$ cat config.mk
export PLATFORM = sky130hd
export DESIGN_NAME = snake_engine
export DESIGN_NICKNAME = d
export VERILOG_FILES = /design/src/rtl/snake_engine.sv
export SDC_FILE = /design/constraint.sdc
export NUM_CORES = 2
export LEC_CHECK = 0
export BUFFER_PORTS_ARGS = -buffer_cell sky130_fd_sc_hd__buf_2
export CAP_MARGIN = 10
export CORE_MARGIN = 8
export CORE_UTILIZATION = 55
export CTS_CLUSTER_SIZE = 25
export DETAILED_ROUTE_END_ITERATION = 6
export PLACE_DENSITY = 0.74
export SKIP_CTS_REPAIR_TIMING = 1
export SLEW_MARGIN = 0
export SYNTH_ARGS = -nofsm -noshare
export SYNTH_HDL_FRONTEND = slang
export SYNTH_SLANG_ARGS = --single-unit
$ cat constraint.sdc
create_clock -name clk -period 6.05 [get_ports clk]
set_clock_uncertainty 0.1 [all_clocks]
set_input_delay 0.3025 -clock clk [delete_from_list [all_inputs] [get_ports clk]]
set_output_delay 0.3025 -clock clk [all_outputs]
set_load 0.01 [all_outputs]
$ cat src/rtl/snake_engine.sv
// Snake game core: segment body, food placement, wall/self collision and game FSM.
// The renderer reads the board through a registered cell-query port.
module snake_engine #(
  parameter int unsigned X_CELLS   = 64,
  parameter int unsigned Y_CELLS   = 48,
  parameter int unsigned MAX_LEN   = 32,
  parameter int unsigned INIT_LEN  = 5,
  parameter logic [15:0] LFSR_SEED = 16'hACE1,
  localparam int unsigned XW = $clog2(X_CELLS),
  localparam int unsigned YW = $clog2(Y_CELLS),
  localparam int unsigned LW = $clog2(MAX_LEN + 1)
) (
  input  logic          clk,
  input  logic          rst_n,
  input  logic          tick,
  input  logic [7:0]    key_code,
  input  logic          key_valid,
  input  logic [XW-1:0] q_x,
  input  logic [YW-1:0] q_y,
  output logic          q_head,
  output logic          q_body,
  output logic          q_food,
  output logic [1:0]    game_st,
  output logic [LW-1:0] length,
  output logic [15:0]   score
);

  typedef enum logic [1:0] {StIdle = 2'd0, StRun = 2'd1, StPause = 2'd2, StOver = 2'd3} state_e;
  typedef enum logic [1:0] {DirUp = 2'd0, DirRight = 2'd1, DirDown = 2'd2, DirLeft = 2'd3} dir_e;

  localparam int          MaxLenI = int'(MAX_LEN);
  localparam int          InitLenI = int'(INIT_LEN);
  localparam logic [XW-1:0] XMax  = XW'(X_CELLS - 1);
  localparam logic [YW-1:0] YMax  = YW'(Y_CELLS - 1);
  localparam logic [XW-1:0] FoodX0 = XW'(3 * X_CELLS / 4);
  localparam logic [YW-1:0] MidY  = YW'(Y_CELLS / 2);
  localparam logic [LW-1:0] InitLen = LW'(INIT_LEN);
  localparam logic [LW-1:0] MaxLen  = LW'(MAX_LEN);

  state_e        st_q, st_d;
  dir_e          dir_q, dir_d, ndir_q, ndir_d;
  logic [LW-1:0] len_q, len_d;
  logic [15:0]   score_q, score_d;
  logic [15:0]   lfsr_q, lfsr_d;
  logic [XW-1:0] food_x_q, food_x_d;
  logic [YW-1:0] food_y_q, food_y_d;
  logic          placing_q, placing_d;
  logic          pend_q, pend_d;
  logic [XW-1:0] seg_x_q [MAX_LEN];
  logic [XW-1:0] seg_x_d [MAX_LEN];
  logic [YW-1:0] seg_y_q [MAX_LEN];
  logic [YW-1:0] seg_y_d [MAX_LEN];
  logic          q_head_q, q_body_q, q_food_q;

  // Candidate head from the pending direction, plus wall, eat and self-hit flags.
  logic [XW-1:0] hx;
  logic [YW-1:0] hy;
  logic          wall, eat, self_hit;
  always_comb begin
    hx   = seg_x_q[0];
    hy   = seg_y_q[0];
    wall = 1'b0;
    unique case (ndir_q)
      DirUp:    begin wall = (seg_y_q[0] == '0);  hy = seg_y_q[0] - YW'(1); end
      DirRight: begin wall = (seg_x_q[0] == XMax); hx = seg_x_q[0] + XW'(1); end
      DirDown:  begin wall = (seg_y_q[0] == YMax); hy = seg_y_q[0] + YW'(1); end
      DirLeft:  begin wall = (seg_x_q[0] == '0);  hx = seg_x_q[0] - XW'(1); end
      default:  wall = 1'b0;
    endcase
    eat      = (hx == food_x_q) && (hy == food_y_q);
    self_hit = 1'b0;
    for (int i = 0; i < MaxLenI; i++) begin
      if (hx == seg_x_q[i] && hy == seg_y_q[i]) begin
        // The tail vacates on a normal step, but stays put when the snake grows.
        if (i + 1 < int'(len_q)) self_hit = 1'b1;
        else if (i + 1 == int'(len_q) && eat) self_hit = 1'b1;
      end
    end
  end

  // Food candidate from the LFSR and body occupancy tests for placement and the query port.
  logic [XW-1:0] cand_x;
  logic [YW-1:0] cand_y;
  logic          cand_ok, q_head_d, q_body_d, q_food_d;
  always_comb begin
    cand_x   = lfsr_q[XW-1:0];
    cand_y   = lfsr_q[XW+YW-1:XW];
    cand_ok  = (32'(cand_x) < X_CELLS) && (32'(cand_y) < Y_CELLS);
    q_head_d = (st_q != StIdle) && (q_x == seg_x_q[0]) && (q_y == seg_y_q[0]);
    q_body_d = 1'b0;
    q_food_d = (st_q != StIdle) && (q_x == food_x_q) && (q_y == food_y_q);
    for (int i = 0; i < MaxLenI; i++) begin
      if (i < int'(len_q)) begin
        if (cand_x == seg_x_q[i] && cand_y == seg_y_q[i]) cand_ok = 1'b0;
        if (i > 0 && q_x == seg_x_q[i] && q_y == seg_y_q[i]) q_body_d = 1'b1;
      end
    end
    if (st_q == StIdle || q_head_d) q_body_d = 1'b0;
  end

  // Next-state: keys, step, growth and food placement.
  logic key_s, key_esc, key_p, key_r, is_arrow, do_step;
  dir_e arrow_dir;
  always_comb begin
    st_d      = st_q;
    dir_d     = dir_q;
    ndir_d    = ndir_q;
    len_d     = len_q;
    score_d   = score_q;
    food_x_d  = food_x_q;
    food_y_d  = food_y_q;
    placing_d = placing_q;
    pend_d    = pend_q;
    seg_x_d   = seg_x_q;
    seg_y_d   = seg_y_q;
    lfsr_d    = {1'b0, lfsr_q[15:1]} ^ (lfsr_q[0] ? 16'hB400 : 16'h0000);

    key_s     = key_valid && (key_code == 8'h1B);
    key_esc   = key_valid && (key_code == 8'h76);
    key_p     = key_valid && (key_code == 8'h4D) && (st_q == StRun);
    key_r     = key_valid && (key_code == 8'h2D) && (st_q == StPause);
    is_arrow  = 1'b1;
    arrow_dir = DirUp;
    case (key_code)
      8'h75:   arrow_dir = DirUp;
      8'h74:   arrow_dir = DirRight;
      8'h72:   arrow_dir = DirDown;
      8'h6B:   arrow_dir = DirLeft;
      default: is_arrow = 1'b0;
    endcase
    do_step = (st_q == StRun) && !placing_q && (tick || pend_q) && !key_p;

    if (key_s || key_esc) begin
      st_d      = key_s ? StRun : StIdle;
      dir_d     = DirRight;
      ndir_d    = DirRight;
      len_d     = InitLen;
      score_d   = '0;
      food_x_d  = FoodX0;
      food_y_d  = MidY;
      placing_d = 1'b0;
      pend_d    = 1'b0;
      for (int i = 0; i < MaxLenI; i++) begin
        seg_x_d[i] = (i < InitLenI) ? XW'(InitLenI - 1 - i) : '0;
        seg_y_d[i] = MidY;
      end
    end else begin
      if (key_p) st_d = StPause;
      if (key_r) st_d = StRun;
      if (placing_q) begin
        if (tick) pend_d = 1'b1;
        if (cand_ok) begin
          food_x_d  = cand_x;
          food_y_d  = cand_y;
          placing_d = 1'b0;
        end
      end
      if (do_step) begin
        pend_d = 1'b0;
        dir_d  = ndir_q;
        if (wall || self_hit) begin
          st_d = StOver;
        end else begin
          for (int i = 1; i < MaxLenI; i++) begin
            seg_x_d[i] = seg_x_q[i-1];
            seg_y_d[i] = seg_y_q[i-1];
          end
          seg_x_d[0] = hx;
          seg_y_d[0] = hy;
          if (eat) begin
            if (len_q < MaxLen) len_d = len_q + LW'(1);
            if (score_q != 16'hFFFF) score_d = score_q + 16'd1;
            placing_d = 1'b1;
          end
        end
      end
      // Reversal test uses the direction being committed this cycle.
      if (key_valid && is_arrow && st_q == StRun && arrow_dir != dir_e'(dir_d ^ 2'b10)) begin
        ndir_d = arrow_dir;
      end
    end
  end

  // State registers with synchronous reset.
  always_ff @(posedge clk) begin
    if (!rst_n) begin
      st_q      <= StIdle;
      dir_q     <= DirRight;
      ndir_q    <= DirRight;
      len_q     <= InitLen;
      score_q   <= '0;
      lfsr_q    <= LFSR_SEED;
      food_x_q  <= FoodX0;
      food_y_q  <= MidY;
      placing_q <= 1'b0;
      pend_q    <= 1'b0;
      q_head_q  <= 1'b0;
      q_body_q  <= 1'b0;
      q_food_q  <= 1'b0;
      for (int i = 0; i < MaxLenI; i++) begin
        seg_x_q[i] <= (i < InitLenI) ? XW'(InitLenI - 1 - i) : '0;
        seg_y_q[i] <= MidY;
      end
    end else begin
      st_q      <= st_d;
      dir_q     <= dir_d;
      ndir_q    <= ndir_d;
      len_q     <= len_d;
      score_q   <= score_d;
      lfsr_q    <= lfsr_d;
      food_x_q  <= food_x_d;
      food_y_q  <= food_y_d;
      placing_q <= placing_d;
      pend_q    <= pend_d;
      q_head_q  <= q_head_d;
      q_body_q  <= q_body_d;
      q_food_q  <= q_food_d;
      seg_x_q   <= seg_x_d;
      seg_y_q   <= seg_y_d;
    end
  end

  assign q_head  = q_head_q;
  assign q_body  = q_body_q;
  assign q_food  = q_food_q;
  assign game_st = st_q;
  assign length  = len_q;
  assign score   = score_q;

endmodule

==> key figures <==
Run status
  – Status: completed

Finish
  – Area growth, synth to finish: 9.12%
  – Nets: 3938
  – Sequential cell area: 8930 sq um
  – Share of cells above drive strength 1: 9.48%
  – Multi-input gate area: 23900 sq um
  – # fillers: 5429

Drt
  – WL final: 148000 um
  – 1st-pass router iterations: 6
  – Vias per inst: 6.74
  – Wirelength per Cell: 30.9 um
  – First DRT Iteration DRCs: 4617
  – # DRC: 0
  – Via count: 32200
  – DRT antenna net count: 0

Global route
  – Initial antenna violation count: 2
  – Total congestion overflow: 0
  – First-pass GRT wire length: 212000 um
  – Number of global-route vias before repair: 30800
  – Largest net degree at the start of global routing: 180
  – Tot GR Track Use: 40.2%

Critical path
  – Critical R2R Launch: ndir_q[1]$_SDFFE_PP0P_
  – RR Endpoint: seg_x_q[12]$_SDFFE_PP0P_
  – Worst r2r path cells: 15
  – CP required: 6.49 ns
  – Nature of the critical path endpoint: flip-flop
  – Arrival time worst endpoint: 6.28 ns
  – CP Max Fanout: 18
  – Worst Setup Start Kind: flip-flop
  – R2R setup slack: 0.21 ns
  – Critical path class: reg -> reg

Die
  – DIE AREA: 70800 sq um
  – I/O Pins: 51
  – Core area: 61800 sq um
  – Chip width: 266 um
  – Die H: 266 um
  – # rows: 91
  – Starting Density: 55.6%

Logic synthesis
  – Synth unique cells: 85
  – Mapped Area: 34400 sq um
  – Post-synthesis cell count: 3966
  – Seq/Total Area, Yosys: 25.9%
  – Post-synth EDFFs: 0
  – Async SR Flop Fraction: 0%
  – Post-synthesis register bit count: 445
  – Synth warn: 0
  – Mapped Nets: 4001
  – Syn Area/Cell: 8.67 sq um
  – Main flop type after synthesis: dfxtp_1

Hold path
  – Hold path depth: 2
  – Worst min-delay path startpoint: rst_n
  – WHS Endpoint: lfsr_q[13]$_SDFF_PN1_
  – Hold Crit Class: in -> reg

Run
  – Maxcap violations: 0

Clock network
  – H-tree levels: 2
  – CTS max path bufs: 3
  – Reg clk slew, reported paths: 0.06 ns
  – Clock Latency Late Sink: 0.63 ns
  – CTS sink count: 445
  – TritonCTS Buffers: 51
  – Root buffer cell: clkbuf_16
  – TritonCTS clock tree: done

Power
  – Pwr dens: 181 nW/um^2
  – Max VDD drop: 0.246 mV
  – Leak Pwr: 16.5 nW

Timing
  – Crit share post-route: 96.6%
  – Fin. Hold Viols: 0
  – Highest Clock Rate: 171 MHz
  – Transition time of the tightest slew-check pin: 1.37 ns
  – WHS: 0.0122 ns
  – Setup ws final: 0.208 ns
  – Final slew viol count: 0
  – TNS Setup: 0 ns
  – Period minus WS final: 5.84 ns
  – Final-report setup violation count: 0
  – Worst slew margin: 7.86%
  – Unrepaired setup endpoints after global routing: no

Place
  – Final GP Congestion: 1.13
  – DP HPWL: 110000 um
  – Port Buffers: 50
  – Pre-CTS setup slack: 0.344 ns
## worst max-delay path by stage
stage	cells after the start	startpoint	slack (ns)	end
floorplan	23	ndir_q[0]$_SDFFE_PP1P_	0.17	seg_x_q[166]$_SDFFE_PP0P_
global route	15	ndir_q[1]$_SDFFE_PP0P_	0.006	seg_y_q[188]$_SDFFE_PP0P_
detailed placement	15	ndir_q[1]$_SDFFE_PP0P_	0.34	seg_x_q[6]$_SDFFE_PP0P_
finish	15	ndir_q[1]$_SDFFE_PP0P_	0.21	seg_x_q[12]$_SDFFE_PP0P_
global placement	15	ndir_q[0]$_SDFFE_PP1P_	0.45	seg_x_q[13]$_SDFFE_PP0P_
CTS	15	ndir_q[0]$_SDFFE_PP1P_	0.33	seg_x_q[6]$_SDFFE_PP0P_
## where the power goes
part	leakage (nW)	switching (mW)	internal, mW	total [mW]
Sequential	3.59	0.0317	2.94	2.97
Combinational	12.0	0.407	0.207	0.614
Clock	0.830	1.36	1.85	3.21
## cells in the mapped netlist (15+ instances only)
cell | number | area, sq um
a21oi_1 | 49 | 245
a31oi_1 | 15 | 93.8
and2_1 | 17 | 106
and3_1 | 21 | 131
buf_1 | 64 | 240
buf_2 | 41 | 205
buf_6 | 34 | 383
clkbuf_1 | 196 | 736
dfxtp_1 | 445 | 8910
inv_1 | 21 | 78.8
mux2i_1 | 406 | 4060
nand2_1 | 407 | 1530
nand2b_1 | 41 | 257
nand3_1 | 79 | 395
nand4_1 | 174 | 1090
nor2_1 | 138 | 518
nor2b_1 | 15 | 93.8
nor3_1 | 64 | 320
nor4_1 | 199 | 1240
o21ai_0 | 35 | 175
o31ai_1 | 23 | 173
or3_1 | 26 | 163
or4_1 | 31 | 233
xnor2_1 | 587 | 5140
xnor3_1 | 29 | 653
xor2_1 | 565 | 4950
## metal layers
metal  track usage, %  vias to the layer above  wire [um]
met3             12.6                      750      19900
met1             49.6                    15400      54700
met5                0                        -         29
met4             28.5                        4      12800
met2             58.8                     2395      60400
li1                 -                    13700          -
## sequential cells by signal (all words and copies together), names as in the netlist
| signal | flops |
|---|---|
| game_st | 2 |
| q_head | 1 |
| q_body | 1 |
| seg_x_q | 192 |
| food_y_q | 6 |
| length | 6 |
| q_food | 1 |
| score | 16 |
| pend_q | 1 |
| seg_y_q | 192 |
| placing_q | 1 |
| lfsr_q | 16 |
| ndir_q | 2 |
| dir_q | 2 |
| food_x_q | 6 |
## per-stage QoR
stage / std cells / area, sq um / util [%] / power, mW
5_1_grt: 4781 / 37500 / 60.7 / 6.92
2_1_floorplan: 3966 / 34400 / - / 3.41
4_1_cts: 4780 / 37500 / 60.7 / 6.76
3_3_place_gp: 4686 / 35800 / 58.0 / 3.60
3_5_place_dp: 4686 / 35800 / 58.0 / 3.61
6_report: 4782 / 37500 / 60.7 / 6.79
## layout by cell type (no fill, tap or decap), types with 53 or more instances in the layout
cell       synthesis  routed
nor3_1            64      63
nor2_1           138     138
dfxtp_1          445     426
xor2_1           565     565
nor4_1           199     197
clkbuf_16          0      53
nand2_1          407     406
nand4_1          174     174
mux2i_1          406     406
nand3_1           79      77
buf_4              4     151
xnor2_1          587     586
## cell families (layout without fill, tap and decap cells)
group	after synthesis	count (layout)	share of synthesized area [%]
AO/OA/AOI/OAI	262	262	5.42
XOR/XNOR	1186	1186	31.5
adder cells (fa/ha/maj)	11	11	0.422
buffers and inverters	362	340	4.89
flip-flops	445	445	25.9
multiplexers	418	418	12.5
other	0	1	0
AND/OR/NAND/NOR	1282	1282	19.3
## area by class of cell
cell class	count	area share, %
multi-input combinational	3159	63.8
tap	837	2.79
antenna	1	0.00667
inverter	22	0.220
sequential	445	23.8
clock inverter	24	0.643
timing repair buffer	224	4.89
clock buffer	70	3.86
## worst max-delay path: stages (launching register included)
cell       delay, ns
dfxtp_1         0.41
nand2b_1        0.20
ha_1            0.43
inv_1           0.05
or4_1           0.60
and3_1          0.29
xnor2_4         0.45
buf_12          0.28
xor2_1          0.22
nor4_1          0.15
a311o_1         0.32
nor4_1          0.52
o2111ai_4       0.21
nor3_2          0.87
buf_4           0.41
mux2i_1         0.23
(Power assumes the default switching activity.)
